`config.mk`:
```
export PLATFORM = sky130hd
export DESIGN_NAME = add_multiply_sched_flat
export DESIGN_NICKNAME = d
export VERILOG_FILES = /design/src/rtl/add_multiply_pkg.sv /design/src/rtl/add_multiply_sched_if.sv /design/src/rtl/rr_arbiter.sv /design/src/rtl/add_multiply_sched.sv /design/src/flat_wrapper.sv
export SDC_FILE = /design/constraint.sdc
export NUM_CORES = 1
export LEC_CHECK = 0
export BUFFER_PORTS_ARGS = -buffer_cell sky130_fd_sc_hd__buf_2
export CAP_MARGIN = 20
export CORE_AREA = 2 2 119 121
export CTS_CLUSTER_SIZE = 25
export DETAILED_ROUTE_END_ITERATION = 10
export DIE_AREA = 0 0 121 123
export SLEW_MARGIN = 20
export SYNTH_ARGS = -nofsm -noshare
export SYNTH_HDL_FRONTEND = slang
export SYNTH_SLANG_ARGS = --single-unit
```
`constraint.sdc`:
```
create_clock -name clk -period 2 [get_ports clk]
set_clock_uncertainty 0.05 [all_clocks]
set_input_delay 0.4 -clock clk [delete_from_list [all_inputs] [get_ports clk]]
set_output_delay 0.4 -clock clk [all_outputs]
set_load 0.05 [all_outputs]
```
`src/rtl/add_multiply_pkg.sv`:
```
// Shared widths and operand/result types for the add_multiply scheduler slice.
package add_multiply_pkg;

  localparam int W_IN  = 15;
  localparam int W_OUT = 31;

  typedef logic signed [W_IN-1:0]  operand_t;
  typedef logic signed [W_OUT-1:0] result_t;

endpackage

```
`src/rtl/add_multiply_sched_if.sv`:
```
// Requester, datapath and result signals of add_multiply_sched bundled as one interface.
interface add_multiply_sched_if #(
  parameter int N   = 4,
  parameter int IDW = $clog2(N)
);
  import add_multiply_pkg::*;

  logic [N-1:0]      req_valid;
  logic [N-1:0]      req_ready;
  logic [N*W_IN-1:0] req_a;
  logic [N*W_IN-1:0] req_b;
  logic [N*W_IN-1:0] req_c;
  operand_t          op_a;
  operand_t          op_b;
  operand_t          op_c;
  logic              op_ce;
  result_t           op_y;
  logic              res_valid;
  logic              res_ready;
  logic [IDW-1:0]    res_id;
  result_t           res_y;

  modport master (
    output req_valid, req_a, req_b, req_c, op_y, res_ready,
    input  req_ready, op_a, op_b, op_c, op_ce, res_valid, res_id, res_y
  );

  modport slave (
    input  req_valid, req_a, req_b, req_c, op_y, res_ready,
    output req_ready, op_a, op_b, op_c, op_ce, res_valid, res_id, res_y
  );

endinterface

```
`src/rtl/rr_arbiter.sv`:
```
// Requester arbiter: rotating round-robin when ADD_MULT_SCHED_RR_EN is defined,
// otherwise fixed priority with the lowest index winning.
module rr_arbiter #(
  parameter int N   = 4,
  parameter int IDW = $clog2(N)
) (
  input  logic           clk,
  input  logic           rst,
  input  logic [N-1:0]   req,
  input  logic           en,
  input  logic           advance,
  output logic [N-1:0]   grant,
  output logic [IDW-1:0] grant_id
);

  logic [IDW-1:0] ptr_s;
  logic [IDW-1:0] idx_s;
  logic           found_s;

`ifdef ADD_MULT_SCHED_RR_EN
  logic [IDW-1:0] ptr_q;
  logic [IDW-1:0] ptr_d;

  // Next search start: one past the requester that was just accepted.
  always_comb begin
    ptr_d = ptr_q;
    if (advance) begin
      ptr_d = (grant_id == IDW'(N - 1)) ? '0 : grant_id + IDW'(1);
    end else begin
      ptr_d = ptr_q;
    end
  end

  // Pointer register.
  always_ff @(posedge clk or posedge rst) begin
    if (rst) begin
      ptr_q <= '0;
    end else begin
      ptr_q <= ptr_d;
    end
  end

  assign ptr_s = ptr_q;
`else
  logic unused_s;

  assign ptr_s    = '0;
  assign unused_s = ^{clk, rst, advance};
`endif

  // First asserted request at or after ptr, wrapping modulo N.
  always_comb begin
    grant    = '0;
    grant_id = '0;
    found_s  = 1'b0;
    idx_s    = '0;
    for (int off = 0; off < N; off++) begin
      idx_s = IDW'((int'(ptr_s) + off) % N);
      if (en && !found_s && req[idx_s]) begin
        grant[idx_s] = 1'b1;
        grant_id     = idx_s;
        found_s      = 1'b1;
      end else begin
        found_s = found_s;
      end
    end
  end

endmodule

```
`src/rtl/add_multiply_sched.sv`:
```
// Scheduler sharing one pipelined (A+B)*C datapath between N requesters.
// Arbitration mode selected by ADD_MULT_SCHED_RR_EN (see rr_arbiter).
module add_multiply_sched
  import add_multiply_pkg::*;
#(
  parameter int N   = 4,
  parameter int LAT = 3,
  parameter int IDW = $clog2(N)
) (
  input logic                 clk,
  input logic                 rst,
  add_multiply_sched_if.slave bus
);

  logic [N-1:0]            grant_s;
  logic [IDW-1:0]          grant_id_s;
  logic                    op_ce_s;
  logic                    accept_s;
  operand_t                op_a_s;
  operand_t                op_b_s;
  operand_t                op_c_s;
  logic [LAT-1:0]          vld_q;
  logic [LAT-1:0]          vld_d;
  logic [LAT-1:0][IDW-1:0] id_q;
  logic [LAT-1:0][IDW-1:0] id_d;

  // A pending result that is not being taken freezes the datapath and the tracker together.
  assign op_ce_s  = !vld_q[LAT-1] || bus.res_ready;
  assign accept_s = |(bus.req_valid & grant_s) && op_ce_s;

  rr_arbiter #(
    .N   (N),
    .IDW (IDW)
  ) u_arb (
    .clk      (clk),
    .rst      (rst),
    .req      (bus.req_valid),
    .en       (!rst),
    .advance  (accept_s),
    .grant    (grant_s),
    .grant_id (grant_id_s)
  );

  // Operand mux from the granted requester, zero when nobody is granted.
  always_comb begin
    op_a_s = '0;
    op_b_s = '0;
    op_c_s = '0;
    if (|grant_s) begin
      op_a_s = operand_t'(bus.req_a[int'(grant_id_s) * W_IN +: W_IN]);
      op_b_s = operand_t'(bus.req_b[int'(grant_id_s) * W_IN +: W_IN]);
      op_c_s = operand_t'(bus.req_c[int'(grant_id_s) * W_IN +: W_IN]);
    end else begin
      op_a_s = '0;
      op_b_s = '0;
      op_c_s = '0;
    end
  end

  // In-flight tracker: shifts in lockstep with the datapath clock enable.
  always_comb begin
    vld_d = vld_q;
    id_d  = id_q;
    if (op_ce_s) begin
      vld_d[0] = accept_s;
      id_d[0]  = grant_id_s;
      for (int i = 1; i < LAT; i++) begin
        vld_d[i] = vld_q[i-1];
        id_d[i]  = id_q[i-1];
      end
    end else begin
      vld_d = vld_q;
      id_d  = id_q;
    end
  end

  // Tracker registers; reset discards everything in flight.
  always_ff @(posedge clk or posedge rst) begin
    if (rst) begin
      vld_q <= '0;
      id_q  <= '0;
    end else begin
      vld_q <= vld_d;
      id_q  <= id_d;
    end
  end

  assign bus.req_ready = grant_s & {N{op_ce_s}};
  assign bus.op_a      = op_a_s;
  assign bus.op_b      = op_b_s;
  assign bus.op_c      = op_c_s;
  assign bus.op_ce     = op_ce_s;
  assign bus.res_valid = vld_q[LAT-1];
  assign bus.res_id    = id_q[LAT-1];
  assign bus.res_y     = bus.op_y;

endmodule

```
`src/flat_wrapper.sv`:
```
// flat-port wrapper written by rule: the top's interface ports become plain ports
module add_multiply_sched_flat import add_multiply_pkg::*;
#(
  parameter int N   = 4,
  parameter int LAT = 3,
  parameter int IDW = $clog2(N)
)
  (clk, rst, bus_req_valid, bus_req_a, bus_req_b, bus_req_c, bus_op_y, bus_res_ready, bus_req_ready, bus_op_a, bus_op_b, bus_op_c, bus_op_ce, bus_res_valid, bus_res_id, bus_res_y);
  add_multiply_sched_if #(.N(N), .IDW(IDW)) bus_i ();
  input logic clk;
  input logic rst;
  input wire logic [$bits(bus_i.req_valid)-1:0] bus_req_valid;
  input wire logic [$bits(bus_i.req_a)-1:0] bus_req_a;
  input wire logic [$bits(bus_i.req_b)-1:0] bus_req_b;
  input wire logic [$bits(bus_i.req_c)-1:0] bus_req_c;
  input wire logic [$bits(bus_i.op_y)-1:0] bus_op_y;
  input wire logic [$bits(bus_i.res_ready)-1:0] bus_res_ready;
  output wire logic [$bits(bus_i.req_ready)-1:0] bus_req_ready;
  output wire logic [$bits(bus_i.op_a)-1:0] bus_op_a;
  output wire logic [$bits(bus_i.op_b)-1:0] bus_op_b;
  output wire logic [$bits(bus_i.op_c)-1:0] bus_op_c;
  output wire logic [$bits(bus_i.op_ce)-1:0] bus_op_ce;
  output wire logic [$bits(bus_i.res_valid)-1:0] bus_res_valid;
  output wire logic [$bits(bus_i.res_id)-1:0] bus_res_id;
  output wire logic [$bits(bus_i.res_y)-1:0] bus_res_y;
  assign bus_i.req_valid = bus_req_valid;
  assign bus_i.req_a = bus_req_a;
  assign bus_i.req_b = bus_req_b;
  assign bus_i.req_c = bus_req_c;
  assign bus_i.op_y = bus_op_y;
  assign bus_i.res_ready = bus_res_ready;
  assign bus_req_ready = bus_i.req_ready;
  assign bus_op_a = bus_i.op_a;
  assign bus_op_b = bus_i.op_b;
  assign bus_op_c = bus_i.op_c;
  assign bus_op_ce = bus_i.op_ce;
  assign bus_res_valid = bus_i.res_valid;
  assign bus_res_id = bus_i.res_id;
  assign bus_res_y = bus_i.res_y;
  add_multiply_sched #(.N(N), .LAT(LAT), .IDW(IDW)) u_core (.clk(clk), .rst(rst), .bus(bus_i));
endmodule
```
==> out/qor.txt <==
sequential cell area: 226 µm²
RSZ-0062 raised after global routing: true
vias in the first global route: 4,421
synth unique cells: 26
CP max stage cell: or2_4
Nets: 903
initial antenna violation count: 0
Top FF cell, synth: dfrtp_1
CP arrival: 1.79 ns
worst skew pair latency: 0.23 ns
Post-Route WL: 14.6 mm
Clock Pin Slew Worst Setup and Hold Paths: 0.04 ns
Starting Density: 0.207
DRT antenna net count: 0
CTS tree: done
Final Critical Period: 2.24 ns
share of cells above drive strength 1: 0.557
FF-to-FF path depth: 3
P_leak: 2.41 nW
Post-Synth Simple-Gate Area: 0.146
vias after detailed routing: 4,400
largest family of logic cells by synthesized area: compound AO/OA/AOI/OAI gates
final max-slew violation count: 0
wl on met1: 5.83 mm
violated checks: negative setup slack
Max VDD drop: 0.401 mV
io pins: 302
first-pass GRT wire length: 22.1 mm
Met2 Routed Length: 7.38 mm
Peak Freq: 0.447 GHz
DIE HEIGHT: 123 µm
mapped cell area: 2810 µm²
drt first pass iters: 5
Yosys Warn Count: 0
Die ar.: 14,900 µm²
most frequent cell after synthesis: o21ai_0
asr flop ratio synth: 1.00
post-synthesis compound-gate area fraction: 0.560
pre-CTS setup slack: -0.433 ns
syn_area_per_cell: 5.85 µm²
CP startpoint kind: input pin
critical path peak fanout: 7
Core Rows: 43
met3 WL: 1.13 mm
worst r2r src: u_core.vld_q[2]$_DFFE_PP0N_
Synth Net Count: 699
xor-xnor portion of the synthesized cell area: 0
GRT overflow: 0
Slew Limit Headroom: 0.721
max incr delay on CP: 0.33 ns
Final WS setup: -0.238 ns
Area Growth Syn to Fin: 93.3%
worst setup path category: input pin to primary output
worst path cell trace: buf_6, or2_4, or2_4, buf_16, a22o_4, a21oi_4, buf_6
Clock Path Buffers: 2
port bufs: 239
Worst Path Buf+Inv: 3
CTS sink cnt: 9
H-tree depth: 1
post-DR wirelength/cell: 16.9 µm
Post-synth EDFFs: 0
family with the most delay on the worst path: simple AND/OR/NAND/NOR gates
Hold Path Class: input pin to asynchronous set/reset pin
Final Wtd Congestion: 0.779
worst-margin pin slew: 0.418 ns
vias per cell: 5.09
post-layout util: 0.399
initial drt markers: 173
reg-to-reg endpoint: u_core.vld_q[1]$_DFFE_PP0N_
sequential-to-total area share from yosys stat: 0.0801
critical path capture point type: primary output
outcome: finished with violations
top cell type's share of synthesized area: 0.228
max-cap violation count: 0
worst path required time: 1.55 ns
Core ar.: 13,600 µm²
R2R Setup Slk: 0.75 ns
DRC: 0
ranking of synthesized cells by instance count: 128 x o21ai_0, 91 x nor2_1, 90 x a21oi_1, 45 x a22o_1, 35 x buf_4
Synth area leaders: o21ai_0 23%, a21oi_1 16%, a22o_1 14%
share of the clock period used by the worst path: 1.12
Die Span X: 121 µm
GRT Total Usage: 0.184
Top Layer Used: met4
area of the multi-input gates: 2740 µm²
multiplexer area fraction after synthesis: 0.0240
CTS Buf Count: 3
largest net degree at the start of global routing: 47
# setup viols final: 45
dpl hpwl: 10.4 mm
count of final hold-check violations: 0
number of fill cells: 1,410
synthesis-stage register bit count: 9
Synth area leader: o21ai_0
clock root buffer: clkbuf_16
Synth Instances: 481
Pwr per Cell Area: 405 nW/µm²
Antenna Cells: 0
Synth Area in Adders: 0
## state kept, by name (all words and copies together) (netlist names)
signal and flops:
u_core.id_q 4, u_core.vld_q 3, u_core.bus.res_id 2
## per-stage QoR
step           instance area [µm²]  TNS, ns  std cells  hold WS, ns  total power [W]
2_1_floorplan                 3370    -4.16        481        0.213          0.00138
3_3_place_gp                  4710   -17.96        853        0.407          0.00166
3_5_place_dp                  4710   -18.45        853        0.409          0.00166
4_1_cts                       5280   -10.58        863        0.178          0.00218
5_1_grt                       5440   -11.29        864        0.325          0.00233
6_report                      5440    -9.62        864        0.290          0.00220
## layout make-up
class | count | area share
Multi-Input combinational cell | 383 | 0.503
Timing Repair Buffer | 285 | 0.397
Sequential cell | 9 | 0.0416
Tap cell | 180 | 0.0414
Clock buffer | 4 | 0.0145
Inverter | 3 | 0.00207
## worst register-to-register path: stages, from the launching register on
cell and delay [ns]:
dfrtp_2 0.34, nor2b_1 0.17, buf_4 0.23, mux2_2 0.35
## kinds of logic after synthesis
| group | count (synthesis) |
|---|---|
| AOI/OAI and AO/OA | 274 |
| buffers and inverters | 89 |
| DFF | 9 |
| muxes | 6 |
| and+or+nand+nor | 103 |
## timing repair
action                     CTS  global route
setup buffers                2             1
gates cloned                 4             1
setup endpoints to repair   46            47
resized for setup          123            37
hold buffers                 0             0
pin swaps                    8             6
## worst max path at each step
stage                       end        startpoint  slack, ns  cells after the start
2_1_floorplan  bus_req_ready[2]               rst      -0.13                      3
3_3_place_gp        bus_op_b[0]               rst      -0.43                      7
3_5_place_dp       bus_op_a[14]               rst      -0.43                      7
4_1_cts             bus_op_b[3]  bus_req_valid[0]      -0.28                      9
5_1_grt             bus_op_b[9]               rst      -0.28                      7
6_report            bus_op_b[7]               rst      -0.24                      7
## layout by cell type (no fill, tap or decap), types with 2 or more instances in the layout
cell	n
dfrtp_1	8
or2_4	2
nor2_1	90
nand2_1	2
buf_16	4
o21ai_4	2
o21ai_2	19
buf_4	21
a22o_4	8
mux2_2	6
o21ai_1	23
a21oi_2	3
buf_6	51
inv_1	3
o21ai_0	92
a21oi_1	45
clkbuf_16	4
buf_2	190
a21oi_4	43
buf_12	16
a22o_1	37
## where the power goes
| part | switching, W | internal, W | total [W] |
|---|---|---|---|
| sequential | 0.0000210 | 0.000230 | 0.000251 |
| combinational | 0.000934 | 0.000668 | 0.00160 |
| clock | 0.0000819 | 0.000266 | 0.000348 |
## routing by layer
metal / global-route usage / vias to the layer above
li1: - / 2102
met1: 0.218 / 2032
met2: 0.348 / 235
met3: 0.0272 / 31
met4: 0.0371 / 0
met5: 0 / -
Power figures use the tool's default switching activity.
